**src/rtl/stack_pkg.sv**
```systemverilog
// ---------------------------------------------------------------------------
// stack_pkg
// Shared definitions for the lifo_stack_param stack.
//   OP_*        2-bit operation codes, formed as {push, pop}
//   cnt_width   width needed to hold an occupancy count of 0..depth
//   addr_width  width needed to address depth entries (depth >= 2)
// ---------------------------------------------------------------------------
package stack_pkg;

  localparam logic [1:0] OP_IDLE = 2'b00;
  localparam logic [1:0] OP_POP  = 2'b01;
  localparam logic [1:0] OP_PUSH = 2'b10;
  localparam logic [1:0] OP_REPL = 2'b11;

  function automatic int cnt_width(input int depth);
    return $clog2(depth + 1);
  endfunction

  function automatic int addr_width(input int depth);
    return $clog2(depth);
  endfunction

endpackage

```
**src/rtl/lifo_stack_param_if.sv**
```systemverilog
// ---------------------------------------------------------------------------
// lifo_stack_param_if
// Bundles the request/response signals of the LIFO stack.
//   enable, push, pop, data_in        requester -> stack
//   data_out, count, empty, full      stack -> requester (state)
//   overflow, underflow               stack -> requester (1-cycle pulses)
//   wm_clr / max_count                watermark clear / peak occupancy,
//                                     present only with STACK_WATERMARK_EN
// Modports: master = requester side, slave = stack side.
// ---------------------------------------------------------------------------
interface lifo_stack_param_if
  import stack_pkg::*;
#(
  parameter int WIDTH = 4,
  parameter int DEPTH = 8
);

  localparam int CNT_W = cnt_width(DEPTH);

  logic             enable;
  logic             push;
  logic             pop;
  logic [WIDTH-1:0] data_in;
  logic [WIDTH-1:0] data_out;
  logic [CNT_W-1:0] count;
  logic             empty;
  logic             full;
  logic             overflow;
  logic             underflow;
`ifdef STACK_WATERMARK_EN
  logic             wm_clr;
  logic [CNT_W-1:0] max_count;

  modport master (
    output enable, push, pop, data_in, wm_clr,
    input  data_out, count, empty, full, overflow, underflow, max_count
  );

  modport slave (
    input  enable, push, pop, data_in, wm_clr,
    output data_out, count, empty, full, overflow, underflow, max_count
  );
`else
  modport master (
    output enable, push, pop, data_in,
    input  data_out, count, empty, full, overflow, underflow
  );

  modport slave (
    input  enable, push, pop, data_in,
    output data_out, count, empty, full, overflow, underflow
  );
`endif

endinterface

```
**src/rtl/lifo_mem.sv**
```systemverilog
// ---------------------------------------------------------------------------
// lifo_mem
// WIDTH x DEPTH register file backing the stack: one synchronous write
// port and one asynchronous read port. Contents are deliberately not reset.
//   clk    clock, rising edge
//   we     write enable
//   waddr  write address
//   wdata  write data
//   raddr  read address
//   rdata  read data (combinational from raddr)
// ---------------------------------------------------------------------------
module lifo_mem #(
  parameter int WIDTH = 4,
  parameter int DEPTH = 8,
  parameter int AW    = 3
) (
  input  logic             clk,
  input  logic             we,
  input  logic [AW-1:0]    waddr,
  input  logic [WIDTH-1:0] wdata,
  input  logic [AW-1:0]    raddr,
  output logic [WIDTH-1:0] rdata
);

  logic [WIDTH-1:0] mem [DEPTH];

  always_ff @(posedge clk) begin
    if (we) begin
      mem[waddr] <= wdata;
    end
  end

  assign rdata = mem[raddr];

endmodule

```
**src/rtl/lifo_stack_param.sv**
```systemverilog
// ---------------------------------------------------------------------------
// lifo_stack_param
// Parametrised LIFO stack with push, pop and same-cycle push+pop
// (replace top), occupancy count and one-cycle overflow/underflow pulses.
//   clk   clock, rising edge
//   rst   asynchronous active-high reset (clears count, flags, watermark;
//         the memory contents are kept but become unreachable)
//   bus   lifo_stack_param_if.slave: enable/push/pop/data_in in,
//         data_out/count/empty/full/overflow/underflow out
// Optional build macro STACK_WATERMARK_EN adds bus.wm_clr and bus.max_count
// (peak occupancy since reset or last clear).
// ---------------------------------------------------------------------------
module lifo_stack_param
  import stack_pkg::*;
#(
  parameter int WIDTH = 4,
  parameter int DEPTH = 8
) (
  input  logic               clk,
  input  logic               rst,
  lifo_stack_param_if.slave  bus
);

  localparam int CNT_W = cnt_width(DEPTH);
  localparam int AW    = addr_width(DEPTH);

  logic [CNT_W-1:0] count_reg;
  logic [CNT_W-1:0] count_next;
  logic             overflow_reg;
  logic             overflow_next;
  logic             underflow_reg;
  logic             underflow_next;

  logic [1:0]       op;
  logic             empty;
  logic             full;
  logic [CNT_W-1:0] top_idx;
  logic [AW-1:0]    raddr;
  logic [AW-1:0]    waddr;
  logic             we;
  logic [WIDTH-1:0] rdata;

  assign empty   = (count_reg == '0);
  assign full    = (count_reg == CNT_W'(DEPTH));
  // Only meaningful when not empty; the read result is masked otherwise.
  assign top_idx = count_reg - CNT_W'(1);
  assign raddr   = AW'(top_idx);

  // A disabled cycle is treated exactly like an idle request.
  assign op = bus.enable ? {bus.push, bus.pop} : OP_IDLE;

  always_comb begin
    count_next     = count_reg;
    we             = 1'b0;
    waddr          = raddr;
    overflow_next  = 1'b0;
    underflow_next = 1'b0;
    case (op)
      OP_PUSH: begin
        if (full) begin
          overflow_next = 1'b1;
        end else begin
          we         = 1'b1;
          waddr      = AW'(count_reg);
          count_next = count_reg + CNT_W'(1);
        end
      end
      OP_POP: begin
        if (empty) begin
          underflow_next = 1'b1;
        end else begin
          count_next = top_idx;
        end
      end
      OP_REPL: begin
        // Replace the top word; on an empty stack this degenerates to a push.
        we = 1'b1;
        if (empty) begin
          waddr      = '0;
          count_next = CNT_W'(1);
        end
      end
      default: begin
      end
    endcase
  end

  always_ff @(posedge clk or posedge rst) begin
    if (rst) begin
      count_reg     <= '0;
      overflow_reg  <= 1'b0;
      underflow_reg <= 1'b0;
    end else begin
      count_reg     <= count_next;
      overflow_reg  <= overflow_next;
      underflow_reg <= underflow_next;
    end
  end

  lifo_mem #(
    .WIDTH (WIDTH),
    .DEPTH (DEPTH),
    .AW    (AW)
  ) u_mem (
    .clk   (clk),
    .we    (we),
    .waddr (waddr),
    .wdata (bus.data_in),
    .raddr (raddr),
    .rdata (rdata)
  );

  assign bus.data_out  = empty ? '0 : rdata;
  assign bus.count     = count_reg;
  assign bus.empty     = empty;
  assign bus.full      = full;
  assign bus.overflow  = overflow_reg;
  assign bus.underflow = underflow_reg;

`ifdef STACK_WATERMARK_EN
  logic [CNT_W-1:0] max_count_reg;

  // Tracks the post-edge occupancy so the peak matches what count will show.
  always_ff @(posedge clk or posedge rst) begin
    if (rst) begin
      max_count_reg <= '0;
    end else if (bus.wm_clr) begin
      max_count_reg <= count_next;
    end else if (count_next > max_count_reg) begin
      max_count_reg <= count_next;
    end
  end

  assign bus.max_count = max_count_reg;
`endif

endmodule

```
**src/flat_wrapper.sv**
```systemverilog
// flat-port wrapper written by rule: the top's interface ports become plain ports
module lifo_stack_param_flat import stack_pkg::*;
#(
  parameter int WIDTH = 4,
  parameter int DEPTH = 8
)
  (clk, rst, bus_enable, bus_push, bus_pop, bus_data_in, bus_data_out, bus_count, bus_empty, bus_full, bus_overflow, bus_underflow);
  lifo_stack_param_if #(.WIDTH(WIDTH), .DEPTH(DEPTH)) bus_i ();
  input  logic clk;
  input  logic rst;
  input wire logic [$bits(bus_i.enable)-1:0] bus_enable;
  input wire logic [$bits(bus_i.push)-1:0] bus_push;
  input wire logic [$bits(bus_i.pop)-1:0] bus_pop;
  input wire logic [$bits(bus_i.data_in)-1:0] bus_data_in;
  output wire logic [$bits(bus_i.data_out)-1:0] bus_data_out;
  output wire logic [$bits(bus_i.count)-1:0] bus_count;
  output wire logic [$bits(bus_i.empty)-1:0] bus_empty;
  output wire logic [$bits(bus_i.full)-1:0] bus_full;
  output wire logic [$bits(bus_i.overflow)-1:0] bus_overflow;
  output wire logic [$bits(bus_i.underflow)-1:0] bus_underflow;
  assign bus_i.enable = bus_enable;
  assign bus_i.push = bus_push;
  assign bus_i.pop = bus_pop;
  assign bus_i.data_in = bus_data_in;
  assign bus_data_out = bus_i.data_out;
  assign bus_count = bus_i.count;
  assign bus_empty = bus_i.empty;
  assign bus_full = bus_i.full;
  assign bus_overflow = bus_i.overflow;
  assign bus_underflow = bus_i.underflow;
  lifo_stack_param #(.WIDTH(WIDTH), .DEPTH(DEPTH)) u_core (.clk(clk), .rst(rst), .bus(bus_i));
endmodule
```
**config.mk**
```make
export PLATFORM = sky130hd
export DESIGN_NAME = lifo_stack_param_flat
export DESIGN_NICKNAME = d
export VERILOG_FILES = /design/src/rtl/stack_pkg.sv /design/src/rtl/lifo_stack_param_if.sv /design/src/rtl/lifo_mem.sv /design/src/rtl/lifo_stack_param.sv /design/src/flat_wrapper.sv
export SDC_FILE = /design/constraint.sdc
export NUM_CORES = 1
export LEC_CHECK = 0
export ABC_AREA = 1
export BUFFER_PORTS_ARGS = -buffer_cell sky130_fd_sc_hd__buf_2
export CAP_MARGIN = 10
export CORE_ASPECT_RATIO = 0.75
export CORE_MARGIN = 5
export CORE_UTILIZATION = 56
export CTS_BUF_LIST = sky130_fd_sc_hd__clkbuf_4 sky130_fd_sc_hd__clkbuf_8 sky130_fd_sc_hd__clkbuf_16
export CTS_CLUSTER_SIZE = 14
export DETAILED_ROUTE_END_ITERATION = 16
export PLACE_DENSITY = 0.77
export SLEW_MARGIN = 10
export SYNTH_ARGS = -nofsm -noshare
export SYNTH_HDL_FRONTEND = slang
export SYNTH_SLANG_ARGS = --single-unit
```
**constraint.sdc**
```tcl
create_clock -name clk -period 2.4 [get_ports clk]
set_clock_uncertainty 0.2 [all_clocks]
set_input_delay 0.48 -clock clk [delete_from_list [all_inputs] [get_ports clk]]
set_output_delay 0.48 -clock clk [all_outputs]
set_load 0.005 [all_outputs]
```
==> results.cfg <==
[worst_setup_path]
arrival_ps = 1800
path_depth = 9
slowest_stage = dfrtp_1
critical_path_class = reg2out
endpoint_kind = output pin
critPathTopFamily = buffers and inverters
worstPathCellList = inv_2, ha_4, buf_8, buf_6, o21ai_2, o22ai_1, nor2_1, nor2_1, buf_2
crit_buf_inv = 4
required_ps = 1720
cp_common_cell = nor2_1
reg2reg_depth = 9
max_stage_delay_ps = 400
crit_fanout = 7
start_kind = register

[final_layout]
fillers = 228
fin_nets = 243
largest_reg_flops = 32
syn2layout_area_growth_pct = 23.5
antenna_cells = 0
drive_above_1_share_pct = 34.9
fin_cells = 272

[logic_synthesis]
avgSynthCellArea_um2 = 9.92
yosysMostFrequentCell = nor2_1
synthFlopType = edfxtp_1
synth_area_um2 = 1900
synth.top_cell.area_share_pct = 50.7
synth_common_cells = 44 x nor2_1, 32 x edfxtp_1, 30 x o21ai_0
synth_edf_count = 32
netlist_instances = 191
synth.area.top_cells = edfxtp_1 51%, nor2_1 8.7%, dfrtp_1 7.9%
synthArstFlopShare_pct = 15.8
yosys.area.top_type = edfxtp_1
ys_seq_area_share_pct = 58.6
syn-num-nets = 203
synth_seq_cells = 38
ys_types = 26
yosys_warnings = 0

[global_routing]
grt_pass1_wl_um = 7290
grt_remaining_overflow = 0
top_usage_layer = met2
met1_usage_pct = 29.6
grt_usage_pct = 20.8
met3_usage_pct = 4.90
grt_antenna_before_repair = 0
grt_max_degree = 22
grt_use_met2_pct = 32.0
grt_pass1_vias = 1432

[clocking]
cts-htree-levels = 2
cts.path.max_buffers = 2
cts-root-buf = clkbuf_8
cts_tree = done
cts_buffers = 5
path_clk_slew_ps = 80
clock_latency_ps = 290
cts_sinks = 38

[timing]
max_freq_mhz = 403
rsz0062_at_grt = yes
maxSlewViolCount = 0
max_slew.worst_pin.slew_ps = 423
hold_viol = 0
period_needed_ps = 2480
min_period_over_period_pct = 103
fin_worst_hold_slack_ps = 265
setup_ws_ps = -82.8
relSlewSlack_pct = 71.8
setup_violations = 4

[detailed_routing]
drtAntennaViolNets = 0
drc = 0
totalWireLength_um = 4600
drt-wirelength-per-cell_um = 16.9
vias = 1576
viasPerCell = 5.79
drt_iter0_drc = 229
drtPass1Iterations = 5

[power]
p_total_w = 0.00331
p_sw_share_pct = 42.1
comb_power_share_pct = 56.5
ir_worst_vdd_mv = 0.776
p_per_area_nw_per_um2 = 1410
p_switching_w = 0.00139
p_seq_share_pct = 26.8
clockPowerShare_pct = 16.7
power.leakage_nw = 0.979
intPower_w = 0.00192

[die]
io_pins = 21
die_y_um = 60.4
rows = 18
chipWidth_um = 77.2
die_area_um2 = 4660
start_util_pct = 58.0
coreArea_um2 = 3270

[placement]
place_inst = 256
dpl.hpwl_um = 3170
post-place-ws_ps = 49.4
io_buffer_count = 20
routabilityCongestion = 0.879

[outcome]
status = complete, but fails checks
violations = setup timing

[worst_hold_path]
hold_path.class = in2reg
hold_depth = 1

[run]
maxCapViolations = 0
==> final timing paths <==
kind | startpoint | end | slack, ps
hold reg to reg | u_core.bus.count[3] | u_core.bus.count[3] | 420
hold / removal | bus_data_in[2] | u_core.u_mem.mem[7][2] | 270
min in group asynchronous | rst | u_core.bus.count[0] | 440
setup / recovery | u_core.bus.count[0] | bus_data_out[2] | -80
max in group asynchronous | rst | u_core.bus.overflow | 1370
setup reg to reg | u_core.bus.count[0] | u_core.u_mem.mem[1][0] | 110
==> worst reg2reg max path, stage by stage (launching register included) <==
cell and delay [ps]:
dfrtp_1 420, buf_4 160, ha_1 220, or2_2 290
nand3_1 100, nand2_1 70, nor2_2 130, nand3_1 130
nor2_1 140, buf_4 160
==> power groups by stage <==
stage / registers (W) / clock network [W] / logic (W)
after global placement: 0.000890 / 0 / 0.00142
after CTS: 0.000882 / 0.000549 / 0.00163
after global routing: 0.000894 / 0.000585 / 0.00207
final: 0.000888 / 0.000552 / 0.00187
after floorplan: 0.000893 / 0 / 0.000961
after detailed placement: 0.000896 / 0 / 0.00146
==> routing by layer <==
layer / share of wire, % / wire length [um]
met5: 0 / 0
met4: 1.3 / 59
met3: 8.4 / 385
met2: 47 / 2170
met1: 43 / 1980
==> metrics by stage <==
| step | util, % | cell area [um2] | setup TNS (ps) |
|---|---|---|---|
| finish | 71.7 | 2340 | -161 |
| global route | 71.7 | 2340 | -605 |
| CTS | 69.5 | 2270 | -26.0 |
| detailed placement | 64.3 | 2100 | 0 |
| global placement | 64.3 | 2100 | 0 |
| floorplan | - | 1900 | 0 |
==> placed cells by master, fill, tap and decap left out, types with 3 or more instances in the layout <==
cell,netlist,routed
buf_2,3,20
buf_4,1,15
clkbuf_8,0,5
dfrtp_1,6,6
edfxtp_1,32,32
inv_1,13,10
inv_2,3,5
nand2_1,18,18
nand2_2,5,5
nand2_4,5,5
nand3_1,9,9
nor2_1,44,40
nor2_2,2,5
o21ai_0,30,22
o21ai_1,1,6
o21ai_2,1,4
o22ai_1,4,3
==> what timing repair did <==
item                                    4_1_cts  5_1_grt
pin swaps                                     4       11
endpoints found under the hold margin         6        0
hold buffers                                  1        0
resized for setup                             9       19
buffers inserted                              4        3
endpoints found under the setup margin        4        4
==> logic make-up (layout without fill, tap and decap cells) <==
kind of cell / after synthesis / count (layout) / synth area share, %
AO/OA/AOI/OAI: 38 / 38 / 10.6
XOR/XNOR: 1 / 1 / 0.858
adder cells (fa/ha/maj): 3 / 3 / 1.98
buffers and inverters: 24 / 65 / 5.35
flip-flops: 38 / 38 / 58.6
AND/OR/NAND/NOR: 87 / 87 / 22.6
==> layout make-up <==
type                            count  area (um2)  share of cell area (%)
Clock buffer                        5        68.8                    2.94
Multi-Input combinational cell    129         728                    31.1
Tap cell                           40        50.0                    2.14
Clock inverter                      3        45.0                    1.92
Sequential cell                    38        1110                    47.5
Inverter                           18        77.6                    3.31
Timing Repair Buffer               39         260                    11.1
Power figures use the tool's default switching activity.
